`src/rtl/encoder_reader.sv`:
```
// encoder_reader: quadrature encoder position counter with a memory-mapped
// control/status word. Optional per-channel glitch filter enabled by defining
// ENCODER_FILTER_EN (depth FILTER_LEN); default build uses synchronized inputs.
module encoder_reader #(
  parameter int COUNT_SIZE = 16,
  parameter int DATA_WIDTH = 32,
  parameter int FILTER_LEN = 3
) (
  input  logic                  clk,
  input  logic                  rst,
  input  logic                  enc_a,
  input  logic                  enc_b,
  input  logic [DATA_WIDTH-1:0] mem_in,
  output logic [DATA_WIDTH-1:0] mem_out,
  output logic                  step
);

`ifdef ENCODER_FILTER_EN
  localparam int PRIME_CYC = FILTER_LEN + 3;
`else
  localparam int PRIME_CYC = 3;
  localparam int unused_filter_len = FILTER_LEN;
`endif
  localparam int PW = $clog2(PRIME_CYC + 1);

  // pair layout: bit 1 = A, bit 0 = B
  logic [1:0] sync1, sync2, cur, prev;
  logic [PW-1:0] prime_cnt;
  logic primed;
  logic [COUNT_SIZE-1:0] pos;
  logic err, dir;

  logic clear, invert;
  logic [1:0] idx_c, idx_p, diff;
  logic fwd, rev, bad, up;

  assign clear  = mem_in[DATA_WIDTH-1];
  assign invert = mem_in[DATA_WIDTH-2];

  logic unused_mem_in;
  assign unused_mem_in = ^mem_in[DATA_WIDTH-3:0];

  // two-flop synchronizers for both channels
  always_ff @(posedge clk or posedge rst) begin
    if (rst) begin
      sync1 <= '0;
      sync2 <= '0;
    end else begin
      sync1 <= {enc_a, enc_b};
      sync2 <= sync1;
    end
  end

`ifdef ENCODER_FILTER_EN
  localparam int FW = (FILTER_LEN > 1) ? $clog2(FILTER_LEN) : 1;
  logic [1:0][FW-1:0] flt_cnt;
  logic [1:0]         flt;

  // a channel adopts a new level only after FILTER_LEN identical samples
  always_ff @(posedge clk or posedge rst) begin
    if (rst) begin
      flt_cnt <= '0;
      flt     <= '0;
    end else begin
      for (int i = 0; i < 2; i++) begin
        if (sync2[i] == flt[i]) begin
          flt_cnt[i] <= '0;
        end else if (flt_cnt[i] == FW'(FILTER_LEN - 1)) begin
          flt[i]     <= sync2[i];
          flt_cnt[i] <= '0;
        end else begin
          flt_cnt[i] <= flt_cnt[i] + 1'b1;
        end
      end
    end
  end
  assign cur = flt;
`else
  assign cur = sync2;
`endif

  // Gray pair -> phase index: 00->0, 01->1, 11->2, 10->3; phase delta
  // of 1 is forward, 3 is reverse, 2 means both bits moved (illegal).
  always_comb begin
    idx_c = {cur[1], cur[1] ^ cur[0]};
    idx_p = {prev[1], prev[1] ^ prev[0]};
    diff  = idx_c - idx_p;
    fwd   = (diff == 2'd1);
    rev   = (diff == 2'd3);
    bad   = (diff == 2'd2);
    up    = fwd ^ invert;
  end

  // priming, edge decode, position/error/direction registers, step pulse
  always_ff @(posedge clk or posedge rst) begin
    if (rst) begin
      prev      <= '0;
      prime_cnt <= '0;
      primed    <= 1'b0;
      pos       <= '0;
      err       <= 1'b0;
      dir       <= 1'b0;
      step      <= 1'b0;
    end else begin
      prev <= cur;
      step <= 1'b0;
      if (!primed) begin
        prime_cnt <= prime_cnt + 1'b1;
        if (prime_cnt == PW'(PRIME_CYC - 1)) primed <= 1'b1;
      end
      if (clear) begin
        // an edge arriving in the clear cycle is dropped for good
        pos <= '0;
        err <= 1'b0;
      end else if (primed) begin
        if (fwd || rev) begin
          pos  <= up ? pos + 1'b1 : pos - 1'b1;
          dir  <= up;
          step <= 1'b1;
        end else if (bad) begin
          err <= 1'b1;
        end
      end
    end
  end

  // status word straight from registers
  always_comb begin
    mem_out                   = '0;
    mem_out[COUNT_SIZE-1:0]   = pos;
    mem_out[DATA_WIDTH-1]     = err;
    mem_out[DATA_WIDTH-2]     = dir;
    mem_out[DATA_WIDTH-3]     = primed;
  end

endmodule

```
`config.mk`:
```
export PLATFORM = sky130hd
export DESIGN_NAME = encoder_reader
export DESIGN_NICKNAME = d
export VERILOG_FILES = /design/src/rtl/encoder_reader.sv
export SDC_FILE = /design/constraint.sdc
export NUM_CORES = 1
export LEC_CHECK = 0
export BUFFER_PORTS_ARGS = -buffer_cell sky130_fd_sc_hd__buf_2
export CORE_MARGIN = 5
export CORE_UTILIZATION = 48
export DETAILED_ROUTE_END_ITERATION = 8
export GPL_ROUTABILITY_DRIVEN = 1
export GPL_TIMING_DRIVEN = 0
export PLACE_DENSITY_LB_ADDON = 0.05
export SYNTH_ARGS = -nofsm -noshare
export SYNTH_HDL_FRONTEND = slang
export SYNTH_SLANG_ARGS = --single-unit
```
`constraint.sdc`:
```
create_clock -name clk -period 4.45 [get_ports clk]
set_clock_uncertainty 0.05 [all_clocks]
set_input_delay 0.445 -clock clk [delete_from_list [all_inputs] [get_ports clk]]
set_output_delay 0.445 -clock clk [all_outputs]
set_load 0.02 [all_outputs]
```
==> results of run 1 <==
-- final timing paths --
kind	startpoint	to	depth (start not counted)
min in group asynchronous	rst	pos[11]$_DFFE_PP0P_	2
worst min-delay path	enc_a	sync1[1]$_DFF_PP0_	1
worst min register to register	sync1[0]$_DFF_PP0_	cur[0]$_DFF_PP0_	0
worst max-delay path	prev[1]$_DFF_PP0_	pos[10]$_DFFE_PP0P_	14
max in group asynchronous	rst	pos[5]$_DFFE_PP0P_	2
worst max register to register	prev[1]$_DFF_PP0_	pos[10]$_DFFE_PP0P_	14
-- layer usage --
metal / global-route usage [%] / wire [um]
met1: 20.31 / 1521
met5: 0 / 0
met3: 2.878 / 266
met2: 27.55 / 1912
met4: 4.894 / 39
-- critical path: cells and delay by family, from the launching register on --
kind | cells | cell delay [ns]
compound gates | 1 | 0.33
fa+ha+maj | 2 | 0.43
flops | 1 | 0.41
simple gates | 5 | 0.88
buf+inv | 1 | 0.41
xor+xnor | 5 | 1.02
-- layout make-up --
| class | count | area (sq um) | area share [%] |
|---|---|---|---|
| timing repair buffer | 25 | 125.1 | 6.079 |
| multi-input combinational | 148 | 933.4 | 45.35 |
| buffer | 24 | 150.1 | 7.295 |
| sequential | 28 | 700.7 | 34.04 |
| clock buffer | 3 | 41.29 | 2.006 |
| inverter | 4 | 17.52 | 0.8511 |
| tap | 48 | 60.06 | 2.918 |
| clock inverter | 1 | 30.03 | 1.459 |
-- stage by stage --
| stage | worst slack (ns) | area, sq um | utilization, % | total power [mW] | instances |
|---|---|---|---|---|---|
| final | 0.7758 | 2058 | 57.08 | 1.263 | 281 |
| after global placement | 0.8588 | 1987 | 55.10 | 1.048 | 277 |
| after detailed placement | 0.7971 | 1987 | 55.10 | 1.069 | 277 |
| after floorplan | 1.223 | 1802 | - | 0.9032 | 204 |
| after global routing | 0.5434 | 2058 | 57.08 | 1.373 | 281 |
| after CTS | 0.7739 | 2058 | 57.08 | 1.276 | 281 |
-- cells by family after synthesis --
logic type / synth area share, %
simple gates: 25.14
flops: 39.89
buf+inv: 9.545
compound gates: 8.903
xor+xnor: 10.40
fa+ha+maj: 3.561
mux: 2.350
other cells: 0.2135
-- power by group through the flow --
stage / Clock [mW] / Combinational (mW) / Sequential [mW]
2_1_floorplan: 0 / 0.454 / 0.449
3_3_place_gp: 0 / 0.659 / 0.388
3_5_place_dp: 0 / 0.675 / 0.394
4_1_cts: 0.208 / 0.679 / 0.389
5_1_grt: 0.221 / 0.748 / 0.404
6_report: 0.199 / 0.675 / 0.389
-- layout by cell type (no fill, tap or decap), drive strengths merged, types with 5 or more instances in the layout --
cell | Yosys | layout
a21oi | 11 | 11
buf | 16 | 41
clkbuf | 8 | 11
conb | 1 | 13
dfrtp | 28 | 28
ha | 5 | 5
nand2 | 14 | 14
nand3 | 7 | 7
nand4 | 5 | 5
nor2 | 21 | 21
nor3 | 5 | 5
o21ai | 7 | 7
or3 | 5 | 5
xnor2 | 12 | 12
-- registers in the layout, indices dropped and copies added, names as in the netlist --
| register | flops |
|---|---|
| cur | 2 |
| dir | 1 |
| err | 1 |
| pos | 16 |
| prev | 2 |
| prime_cnt | 2 |
| primed | 1 |
| step | 1 |
| sync1 | 2 |
==> out/qor.yml, run 1 <==
clocking:
  cts.sinks: 28
  clkLatencyLatePin_ns: 0.28
  hold_buffers: 0
  ctsResizeCount: 0
  cts_buffers: 3
  clk_pin_slew_ns: 0.10
  cts_root_buf: "clkbuf_8"
  clk_path_buf_depth: 2
  post_cts_buffers: 0
  cts_max_level: 1
  tritoncts: "done"
drt:
  via_per_inst: 5.302
  dr.pass1.iters: 4
  post-route-drc-count: 0
  drt_iter0_markers: 91
  routed_wl_um: 3740
  detail-route-antenna-nets: 0
  post_drt_wl_per_cell_um: 13.31
  num_vias: 1490
die:
  pin_count: 69
  core_sq_um: 3606
  start_util_pct: 48.72
  row_count: 22
  dieArea_sq_um: 4970
  die_width_um: 70.50
  die_h_um: 70.50
finish:
  n_fill_cell: 350
  drive_gt1_share_pct: 22.32
  diodes: 0
  nNetsFinal: 275
  syn_to_final_growth_pct: 17.17
sta:
  hold_viol_final: 0
  fmax_mhz: 272.2
  hold_slack_ns: 0.2155
  slew_headroom_pct: 30.71
  worst_pin_slew_ns: 1.038
  rsz0062_at_grt: "false"
  fin_crit_sh_pct: 82.57
  fin_crit_ns: 3.674
  setup_violations: 0
  slew_violations: 0
  tns_ns: 0
setup_path:
  max_stage_delay_ns: 0.41
  crit_slowest_cell: "dfrtp_1"
  start_kind: "flop"
  critPathMaxFanout: 10
  crit_chain: "xor2_1 > ha_1 > xor3_1 > nor2_4 > xor2_4 > clkbuf_1 > xnor2_1 > ha_1 > nor2_1 > nand2_1 > or3_1 > o32ai_1 > xnor2_1 > nor2_1"
  crit_type: "flop to flop"
  cp.arrival_ns: 3.78
  r2r_setup_slack_ns: 0.78
  worstPathRequired_ns: 4.56
  end_kind: "flop"
pwr:
  p_sw_share_pct: 43.26
  comb_power_share_pct: 53.5
  switchingPower_mw: 0.5463
  p_seq_share_pct: 30.8
  irDropWorstVdd_mv: 0.2712
  p_int_mw: 0.7166
  leakage_nw: 0.9851
  p_per_area_nw_per_um2: 613.6
  pwr-share-clk_pct: 15.8
yosys:
  yosys.area.top_type_share_pct: 39.89
  synthTopCellsByArea: "dfrtp_1 (40%), buf_4 (6.8%), xnor2_1 (6.0%)"
  synthFlopType: "dfrtp_1"
  synth_commonest_cells: "dfrtp_1 (28), nor2_1 (20), buf_4 (16)"
  async_flop_share_pct: 100.0
  yosysMostFrequentCell: "dfrtp_1"
  ys_warn_count: 0
  synth.distinct_cells: 40
  avgSynthCellArea_sq_um: 9.149
  synth-edff-count: 0
  ys_seq_elements: 28
  synthCells: 192
  syn_area_sq_um: 1757
  yosysSeqAreaShare_pct: 39.89
  synth_area_leader_cell: "dfrtp_1"
status:
  status: "complete, no violations"
place:
  numPortBuffers: 25
  gp_congestion: 0.8646
  dpl.hpwl_um: 2868
global_routing:
  grt_start_max_net_pins: 29
  grt_pass1_vias: 1462
  grt_pass1_wl_um: 6561
  grt_util_all_layers_pct: 16.04
  antenna_found_initial: 0
  grt_overflow: 0
run:
  drv_cap: 0
min_path:
  min_path_type: "primary input to flop"
Power figures use the tool's default switching activity.
==> run 2, diff against run 1 <==
Settings changed: ABC_AREA from default to 1, CORE_UTILIZATION 48 to 47.
Clock period 4.45 ns to 3.1 ns, I/O delays scaled along.
==> run 2 against run 1 <==
- final cell count is 40% higher
- area after synthesis is 27% higher
- setup slack worse by 0.53 ns
- routed wire length is 28% higher
- cell area is 24% higher
- register-to-register slack worse by 0.53 ns
- sequential power is 41% higher
- worst hold slack worse by 0.13 ns
- sequential cell count stayed put
- die area is 25% higher
- non-clock buffer count is 3 lower
- utilization is 2.4 points lower
- critical path type unchanged
- critical endpoint is now pos[14]$_DFFE_PP0P_
- highest routed layer unchanged
==> out/qor.yml, run 2 <==
global_routing:
  grt_pass1_vias: 1906
  grt_util_all_layers_pct: 17.14
  grt_overflow: 0
  grt_pass1_wl_um: 8680
  grt_start_max_net_pins: 29
  antenna_found_initial: 0
drt:
  detail-route-antenna-nets: 0
  via_per_inst: 4.896
  drt_iter0_markers: 110
  num_vias: 1924
  post-route-drc-count: 0
  routed_wl_um: 4804
  post_drt_wl_per_cell_um: 12.22
  dr.pass1.iters: 4
clocking:
  tritoncts: "done"
  cts_buffers: 3
  clkLatencyLatePin_ns: 0.28
  cts.sinks: 28
  clk_pin_slew_ns: 0.11
  clk_path_buf_depth: 2
  hold_buffers: 0
  cts_root_buf: "clkbuf_8"
  cts_max_level: 1
sta:
  tns_ns: 0
  setup_violations: 0
  rsz0062_at_grt: "false"
  worst_pin_slew_ns: 1.071
  hold_viol_final: 0
  fin_crit_sh_pct: 92.06
  slew_violations: 0
  slew_headroom_pct: 28.55
  fmax_mhz: 350.4
  fin_crit_ns: 2.854
finish:
  final_util_pct: 54.66
  diodes: 0
  n_fill_cell: 467
  nNetsFinal: 381
  final_common_cell: "nand2_1"
  final_cell_mix: "nand2_1 (83), inv_1 (36), nand3_1 (29)"
  regMostFlops: "pos"
  largest_register_ffs: 16
  drive_gt1_share_pct: 28.91
  syn_to_final_growth_pct: 14.19
die:
  start_util_pct: 47.87
  die_width_um: 78.90
  row_count: 25
  die_h_um: 78.90
  core_sq_um: 4661
  dieArea_sq_um: 6224
  pin_count: 69
setup_path:
  reg2reg_to: "pos[14]$_DFFE_PP0P_"
  r2r-start: "prev[1]$_DFF_PP0_"
  critPathMaxFanout: 11
  start_kind: "flop"
  end_kind: "flop"
  r2r_setup_slack_ns: 0.25
  setup.worst_path.start: "prev[1]$_DFF_PP0_"
  crit_type: "flop to flop"
  critPathCapture: "pos[14]$_DFFE_PP0P_"
  worstPathRequired_ns: 3.23
  cp.arrival_ns: 2.99
  r2r_cells: 18
pwr:
  p_int_mw: 0.9708
  irDropWorstVdd_mv: 0.3685
  switchingPower_mw: 0.8538
  p_per_area_nw_per_um2: 716.3
  comb_power_share_pct: 53.8
  pwr-share-clk_pct: 16.2
  p_seq_share_pct: 30.0
  power_mw: 1.825
  leakage_nw: 1.432
  p_sw_share_pct: 46.79
yosys:
  yosysMostFrequentCell: "nand2_1"
  ys_warn_count: 0
  synth.distinct_cells: 33
  synthFlopType: "dfrtp_1"
  syn_area_sq_um: 2231
  synth_area_leader_cell: "dfrtp_1"
  synthTopCellsByArea: "dfrtp_1 (31%), nand2_1 (14%), nand2_4 (8.6%)"
  synthCells: 297
  async_flop_share_pct: 100.0
  ys_seq_elements: 28
  yosys.area.top_type_share_pct: 31.41
  yosysSeqAreaShare_pct: 31.41
  synth-edff-count: 0
  synth_commonest_cells: "nand2_1 (83), inv_1 (36), nand3_1 (29)"
  avgSynthCellArea_sq_um: 7.511
place:
  numPortBuffers: 25
  gp_congestion: 0.8650
  dpl.hpwl_um: 3711
run:
  drv_cap: 0
status:
  status: "complete, no violations"
min_path:
  min_path_type: "primary input to flop"
-- run 2: timing repair --
action / 4_1_cts / 5_1_grt
endpoints found under the setup margin: 0 / 1
hold endpoints to repair: 0 / 0
buffers inserted: 0 / 1
resized for setup: 0 / 0
-- run 2: power groups by stage --
stage                     Sequential, mW  Clock, mW  Combinational, mW
after CTS                          0.549      0.307              0.987
after detailed placement           0.556          0              0.983
after floorplan                    0.612          0              0.706
final                              0.547      0.296              0.981
after global placement             0.555          0              0.974
after global routing               0.567      0.324               1.11
-- run 2: critical path: stages (launching register included) --
cell and delay (ns):
dfrtp_1 0.42, xor2_1 0.16, ha_1 0.30, inv_1 0.13, nand3_1 0.12, nand2_1 0.14
nand2_4 0.10, buf_12 0.17, buf_6 0.15, ha_1 0.35, inv_1 0.07, nor2_1 0.10
nand2_1 0.07, nor2_1 0.10, nand2_1 0.08, nand2_1 0.07, nand2_1 0.04, nand3_1 0.06
nand2_1 0.05
-- run 2: cell type report --
type / count / area, sq um / share of cell area, %
Buffer: 20 / 170.2 / 6.680
Clock buffer: 3 / 41.29 / 1.621
Clock inverter: 1 / 30.03 / 1.179
Inverter: 38 / 142.6 / 5.599
Multi-Input combinational cell: 223 / 1262 / 49.56
Sequential cell: 28 / 700.7 / 27.50
Tap cell: 54 / 67.56 / 2.652
Timing Repair Buffer: 26 / 132.6 / 5.206
-- run 2: per-stage QoR --
step / setup WS [ns] / hold WS [ns] / instance area [sq um] / std cells
after floorplan: 0.5095 / 0.2812 / 2276 / 309
after global placement: 0.2433 / 0.2820 / 2469 / 388
after detailed placement: 0.2504 / 0.2862 / 2469 / 388
after CTS: 0.2148 / 0.07388 / 2540 / 392
after global routing: 0.01129 / 0.07185 / 2547 / 393
final: 0.2461 / 0.08502 / 2547 / 393
-- run 2: worst min-delay path by stage --
stage	startpoint	to	slack, ns	depth (start not counted)
6_report	enc_b	sync1[0]$_DFF_PP0_	0.09	1
5_1_grt	enc_b	sync1[0]$_DFF_PP0_	0.07	1
4_1_cts	enc_a	sync1[1]$_DFF_PP0_	0.07	1
3_5_place_dp	sync1[1]$_DFF_PP0_	cur[1]$_DFF_PP0_	0.29	0
3_3_place_gp	sync1[1]$_DFF_PP0_	cur[1]$_DFF_PP0_	0.28	0
2_1_floorplan	sync1[0]$_DFF_PP0_	cur[0]$_DFF_PP0_	0.28	0
-- run 2: cells by family after synthesis --
logic type / Yosys count / synth area share [%]
AOI/OAI and AO/OA: 36 / 10.71
xor gates and xnor gates: 4 / 1.571
adders and majority gates: 5 / 2.804
buffers and inverters: 58 / 14.02
DFF: 28 / 31.41
other: 1 / 0.1681
and+or+nand+nor: 165 / 39.32
-- run 2: per-layer routing --
metal / part of all wire, % / vias to the layer above / track usage [%]
li1: - / 1020 / -
met5: 0 / - / 0
met1: 49 / 861 / 24.15
met2: 46 / 37 / 27.93
met3: 3.9 / 6 / 2.608
met4: 1.2 / 0 / 3.608
